===== config.mk =====
export PLATFORM = sky130hd
export DESIGN_NAME = signature_capture
export DESIGN_NICKNAME = d
export VERILOG_FILES = /design/src/rtl/signature_capture.sv
export SDC_FILE = /design/constraint.sdc
export NUM_CORES = 2
export LEC_CHECK = 0
export BUFFER_PORTS_ARGS = -buffer_cell sky130_fd_sc_hd__buf_2
export CAP_MARGIN = 20
export CELL_PAD_IN_SITES_DETAIL_PLACEMENT = 0
export CELL_PAD_IN_SITES_GLOBAL_PLACEMENT = 1
export CORE_UTILIZATION = 45
export DETAILED_ROUTE_END_ITERATION = 10
export GPL_ROUTABILITY_DRIVEN = 0
export HOLD_SLACK_MARGIN = 0.03
export PLACE_DENSITY = 0.8
export SLEW_MARGIN = 20
export SYNTH_ARGS = -nofsm -noshare
export SYNTH_HDL_FRONTEND = slang
export SYNTH_SLANG_ARGS = --single-unit

===== constraint.sdc =====
create_clock -name clk -period 10.6 [get_ports clk]
set_clock_uncertainty 0.05 [all_clocks]
set_input_delay 1.06 -clock clk [delete_from_list [all_inputs] [get_ports clk]]
set_output_delay 1.06 -clock clk [all_outputs]
set_load 0.02 [all_outputs]

===== src/rtl/signature_capture.sv =====
// Signature capture: records stores that fall into programmable address windows
// into a show-ahead FIFO and drains it after the end-of-test mailbox write.
module signature_capture #(
    parameter int REGIONS = 2,
    parameter int DEPTH   = 16,
    parameter int MASK    = 1,
    parameter int OFFW    = 16
) (
    input  logic                    clk,
    input  logic                    rst,
    input  logic                    mem_valid,
    input  logic [31:0]             mem_addr,
    input  logic [31:0]             mem_wdata,
    input  logic [3:0]              mem_wstrb,
    input  logic [32*REGIONS-1:0]   region_beg,
    input  logic [32*REGIONS-1:0]   region_end,
    input  logic [REGIONS-1:0]      region_en,
    input  logic [31:0]             tohost_addr,
    input  logic                    tohost_en,
    output logic                    out_valid,
    input  logic                    out_ready,
    output logic [1:0]              out_region,
    output logic [OFFW-1:0]         out_offset,
    output logic [31:0]             out_data,
    output logic [3:0]              out_strb,
    output logic                    overflow,
    output logic [15:0]             drop_cnt,
    output logic [31:0]             hit_cnt,
    output logic                    done
);

    localparam int AW = $clog2(DEPTH);
    localparam int CW = AW + 1;

    typedef enum logic [1:0] {
        ST_CAPTURE = 2'd0,
        ST_DRAIN   = 2'd1,
        ST_DONE    = 2'd2
    } state_e;

    typedef struct packed {
        logic [1:0]      region;
        logic [OFFW-1:0] offset;
        logic [31:0]     data;
        logic [3:0]      strb;
    } rec_t;

    state_e          state_q, state_d;
    rec_t            mem_q [DEPTH];
    rec_t            head_q, head_d;
    rec_t            rec_s;
    logic [AW-1:0]   wr_ptr_q, wr_ptr_d, rd_ptr_q, rd_ptr_d, rd_next_s;
    logic [CW-1:0]   count_q, count_d;
    logic            out_valid_q, out_valid_d;
    logic            overflow_q, overflow_d;
    logic [15:0]     drop_cnt_q, drop_cnt_d;
    logic [31:0]     hit_cnt_q, hit_cnt_d;
    logic            done_q, done_d;

    logic [REGIONS-1:0] match_s;
    logic [1:0]         sel_s;
    logic [OFFW-1:0]    off_s;
    logic [31:0]        data_s;
    logic               store_s, tohost_s, hit_ok_s, pop_s, push_s, drop_s, full_s;
    logic               unused_s;

    // Address bits [1:0] never take part in word-granular matching.
    assign unused_s = ^{mem_addr[1:0], tohost_addr[1:0], region_beg, region_end};

    // Window match; descending scan so the lowest matching window wins.
    always_comb begin
        match_s = '0;
        sel_s   = 2'd0;
        off_s   = '0;
        for (int i = 0; i < REGIONS; i++) begin
            match_s[i] = region_en[i]
                       && (mem_addr[31:2] >= region_beg[32*i+2 +: 30])
                       && (mem_addr[31:2] <= region_end[32*i+2 +: 30]);
        end
        for (int i = REGIONS - 1; i >= 0; i--) begin
            sel_s = match_s[i] ? 2'(i) : sel_s;
            off_s = match_s[i] ? OFFW'(mem_addr[31:2] - region_beg[32*i+2 +: 30]) : off_s;
        end
    end

    // Record payload with optional masking of unwritten bytes.
    always_comb begin
        data_s = mem_wdata;
        for (int k = 0; k < 4; k++) begin
            data_s[8*k +: 8] = ((MASK != 0) && !mem_wstrb[k]) ? 8'h00 : mem_wdata[8*k +: 8];
        end
        rec_s = '{region: sel_s, offset: off_s, data: data_s, strb: mem_wstrb};
    end

    assign store_s   = mem_valid && (|mem_wstrb);
    assign tohost_s  = store_s && tohost_en && (mem_addr[31:2] == tohost_addr[31:2]) && mem_wdata[0];
    assign hit_ok_s  = (state_q == ST_CAPTURE) && store_s && (|match_s);
    assign pop_s     = out_valid_q && out_ready;
    assign full_s    = (count_q == CW'(DEPTH));
    assign push_s    = hit_ok_s && (!full_s || pop_s);
    assign drop_s    = hit_ok_s && full_s && !pop_s;
    assign rd_next_s = rd_ptr_q + AW'(1);

    // FIFO bookkeeping, show-ahead head register and counters.
    always_comb begin
        wr_ptr_d = push_s ? wr_ptr_q + AW'(1) : wr_ptr_q;
        rd_ptr_d = pop_s ? rd_next_s : rd_ptr_q;
        case ({push_s, pop_s})
            2'b10:   count_d = count_q + CW'(1);
            2'b01:   count_d = count_q - CW'(1);
            default: count_d = count_q;
        endcase
        // A push becomes the head when it lands in an empty (or emptying) FIFO.
        if (count_d == CW'(0)) begin
            head_d = '0;
        end else if ((count_q == CW'(0)) || (pop_s && (count_q == CW'(1)))) begin
            head_d = rec_s;
        end else if (pop_s) begin
            head_d = mem_q[rd_next_s];
        end else begin
            head_d = head_q;
        end
        out_valid_d = (count_d != CW'(0));
        overflow_d  = overflow_q | drop_s;
        drop_cnt_d  = (drop_s && (drop_cnt_q != 16'hFFFF)) ? drop_cnt_q + 16'd1 : drop_cnt_q;
        hit_cnt_d   = push_s ? hit_cnt_q + 32'd1 : hit_cnt_q;
    end

    // Capture / drain / done sequencing.
    always_comb begin
        state_d = state_q;
        case (state_q)
            ST_CAPTURE: state_d = tohost_s ? ST_DRAIN : ST_CAPTURE;
            ST_DRAIN:   state_d = (count_d == CW'(0)) ? ST_DONE : ST_DRAIN;
            ST_DONE:    state_d = ST_DONE;
            default:    state_d = ST_CAPTURE;
        endcase
        done_d = (state_d == ST_DONE);
    end

    // Record storage; not reset since the pointers define validity.
    always_ff @(posedge clk) begin
        if (push_s) begin
            mem_q[wr_ptr_q] <= rec_s;
        end
    end

    // Control and output registers.
    always_ff @(posedge clk or negedge rst) begin
        if (!rst) begin
            state_q     <= ST_CAPTURE;
            head_q      <= '0;
            wr_ptr_q    <= '0;
            rd_ptr_q    <= '0;
            count_q     <= '0;
            out_valid_q <= 1'b0;
            overflow_q  <= 1'b0;
            drop_cnt_q  <= 16'd0;
            hit_cnt_q   <= 32'd0;
            done_q      <= 1'b0;
        end else begin
            state_q     <= state_d;
            head_q      <= head_d;
            wr_ptr_q    <= wr_ptr_d;
            rd_ptr_q    <= rd_ptr_d;
            count_q     <= count_d;
            out_valid_q <= out_valid_d;
            overflow_q  <= overflow_d;
            drop_cnt_q  <= drop_cnt_d;
            hit_cnt_q   <= hit_cnt_d;
            done_q      <= done_d;
        end
    end

    assign out_valid  = out_valid_q;
    assign out_region = head_q.region;
    assign out_offset = head_q.offset;
    assign out_data   = head_q.data;
    assign out_strb   = head_q.strb;
    assign overflow   = overflow_q;
    assign drop_cnt   = drop_cnt_q;
    assign hit_cnt    = hit_cnt_q;
    assign done       = done_q;

endmodule


==> impl_results.md <==
* Total die area at 94370 um^2
* WP buf/inv at 6
* Grt total ovfl at 0
* Final setup TNS at 0 ps
* Worst-skew pair later-pin latency at 670 ps
* Core Region at 91940 um^2
* Synthesis-to-layout area growth at 15.15%
* Routed WL per cell at between 20 and 30 um
* Syn Std Cell Area at 41920 um^2
* Top_reg_cell synth: edfxtp_1
* Final period utilization at 0.5410
* Die height at 307.2 um
* Hold violation total from the final report at 0
* Vias in the first global route at 24.60k
* RSZ-0062 raised after global routing: no
* Synth unique cells at between 60 and 70
* Synth Register Bits at 967
* Min Tclk post-route at 5734 ps
* DRT Pass-1 Iters at 5
* CP Cell Sequence: buf_2, inv_1, ha_1, inv_1, fa_1, a21o_1, a221oi_2, nand3_1, and3_1, o211a_1, a21oi_4, nor2_1, buf_4, a2111o_1, a2111oi_4, buf_4, inv_2, o21ai_1
* Largest net degree at the start of global routing at 105
* Critical path fanouts, max at 53
* Area leader, netlist: edfxtp_1
* Starting Density at 0.4559
* Top cell type's share of synthesized area at 0.6075
* CTS root buf: clkbuf_16
* Cells after synthesis at 2365
* Num CTS Buffers at 93
* CP peak stage delay at 870 ps
* Hold WC Path Type: reg -> reg
* Port buffer count at around 330
* Pwr Total at roughly 12000 uW
* Power per Cell Area at ~240 nW/um^2
* Max VDD drop at about 0.00024 V
* Vias per cell at 5.782
* Hold_ws at 408.7 ps
* # H-tree levels at 3
* Hpwl dp at 58380 um
* Synth warnings at 0
* Pins Over Slew Limit at 0
* Max-slew headroom at 0.2357
* Mapped Nets at 2732
* First-pass GRT wire length at 153400 um
* Dpl ws at 4203 ps
* Routed wire length at 103000 um
* Via count at 23.42k
* Syn Area/Cell at 17.72 um^2
* CTS tree: yes
* Ys async rst share at 0.1231
* Iteration-0 DRC Markers at 2155
* # clock sinks at 967
* Rows at 111
* Final WS setup at 4866 ps
* EDFF count, synth at 848
* Dominant cells by area after synthesis: edfxtp_1 61%, mux4_2 14%, dfrtp_1 7.1%
* Clock Pin Slew Worst Setup and Hold Paths at 60 ps
* Worst path slowest cell: buf_4
* Final Setup Violations at 0
* Data required, critical path at ~11000 ps
* Seq/Total Area, Yosys at 0.6786
* Total GRT Usage at 0.2196
* Outcome: finished, final reports clean
* Post-cts resize count at 0
* Hold_buf cts at 0
* Die X at 307.2 um
* Final ANT Viol Nets at 0
* Top Family by Delay on Critical Path: compound AO/OA/AOI/OAI gates
* Max Cap Viol at 0
* Nets at 3097
* Ports at 340
* Clock Path Buffers at 3
* Initial antenna violation count at 2
* Worst EP arrival at a little over 6000 ps
* # DRC at 0
* Post-CTS Setup Bufs at 0
* Setup CP Type: in -> reg
* Actual slew at the worst max-slew pin at 1146 ps
* Pleak at 0.01766 uW
* Startpoint Class: input pin
* Worst Setup End Kind: register
* # diodes at 0
* F_max at around 170 MHz
* Share of layout cells above drive strength 1 at 0.2831
==> worst reg2reg max path, cell delays in order (launching register included) <==
cell      delay (ps)
dfrtp_4          730
ha_4             630
buf_4            790
buf_4            890
mux4_2           490
mux4_2           470
mux2i_1          190
a211oi_1         100
==> where the power goes <==
| part | switching (uW) | internal [uW] |
|---|---|---|
| combinational | 1950 | 1970 |
| sequential | 197 | 4400 |
| clock | 1410 | 1840 |
| total | 3560 | 8210 |
==> cells in the mapped netlist, types with 4 or more instances <==
library cell and n:
o21ai_0 22, a21o_1 18, o211a_1 4, a31oi_1 6, and2_1 37, nand2b_1 8
buf_2 6, nor4_1 12, xnor2_1 72, inv_1 140, a22o_1 12, mux2i_1 48
nand3_1 50, and3_1 9, or3_1 4, nand4_1 40, a21oi_1 63, a211oi_1 56
nor2b_1 12, clkbuf_1 73, o31a_1 4, dfrtp_1 119, edfxtp_1 848, buf_1 14
o211ai_1 6, and4_1 7, mux4_2 264, nand2_1 72, a311oi_1 4, xor2_1 38
nor2_1 95, nor3_1 17, o21ai_1 4, ha_1 130
==> layout make-up <==
type                    instances  area, um^2
fillers                      7322       43680
flip-flops and latches        967       28450
clock inverters                42       456.7
clock buffers                 131        2550
multi-input cells            1163       12770
inverters                     141       529.3
repair buffers                364        1956
well taps                    1243        1555
==> per-stage QoR <==
stage          std cells  instance area, um^2    util
2_1_floorplan       2365                41920       -
3_3_place_gp        3877                45210  0.4917
3_5_place_dp        3877                45210  0.4918
4_1_cts             4050                48220  0.5245
5_1_grt             4051                48270  0.5250
6_report            4051                48270  0.5250
==> sequential cells by signal, summed over array words and instances, names as in the netlist <==
signal      flops
out_valid       1
done            1
state_q         2
drop_cnt       16
count_q         5
hit_cnt        32
out_data       32
out_region      1
rd_ptr_q        4
wr_ptr_q        4
out_strb        4
mem_q         848
overflow        1
out_offset     16
==> layer usage <==
metal | track usage | routed length (um)
met5 | 0 | 0
met4 | 0.06502 | 2319
met3 | 0.03544 | 7489
met2 | 0.3815 | 52880
met1 | 0.2843 | 40320
==> cells by family (layout without fill, tap and decap cells) <==
kind of cell             after synthesis  count (layout)  share of synthesized area
XOR/XNOR                             110             110                    0.02298
adder cells (fa/ha/maj)              132             132                    0.03976
flip-flops                           967             967                     0.6786
multiplexers                         314             314                     0.1539
buffers and inverters                235             678                    0.02131
AO/OA/AOI/OAI                        234             234                    0.03910
other                                  1               1                 0.00008947
AND/OR/NAND/NOR                      372             372                    0.04433
==> cells in the final DEF (no fill, tap or decap), types with 40 or more instances in the layout <==
master / n
a21oi_1: 63
a211oi_1: 56
nand4_1: 40
edfxtp_1: 848
buf_2: 325
mux4_2: 264
xnor2_1: 72
ha_1: 129
mux2i_1: 48
clkbuf_16: 93
nand2_1: 72
nand3_1: 50
inv_1: 140
nor2_1: 83
dfrtp_1: 118
==> worst paths after layout <==
path	start	to	slack [ps]	cells after the start
max in group asynchronous	rst	rd_ptr_q[0]$_DFFE_PN0P_	8650	2
hold reg to reg	overflow$_DFF_PN0_	overflow$_DFF_PN0_	410	1
setup / recovery	mem_addr[2]	state_q[1]$_DFF_PN0_	4870	18
min in group asynchronous	rst	hit_cnt[30]$_DFFE_PN0P_	460	1
setup reg to reg	rd_ptr_q[0]$_DFFE_PN0P_	out_data[30]$_DFFE_PN0P_	6070	7
hold / removal	overflow$_DFF_PN0_	overflow$_DFF_PN0_	410	1
(Power assumes the default switching activity.)
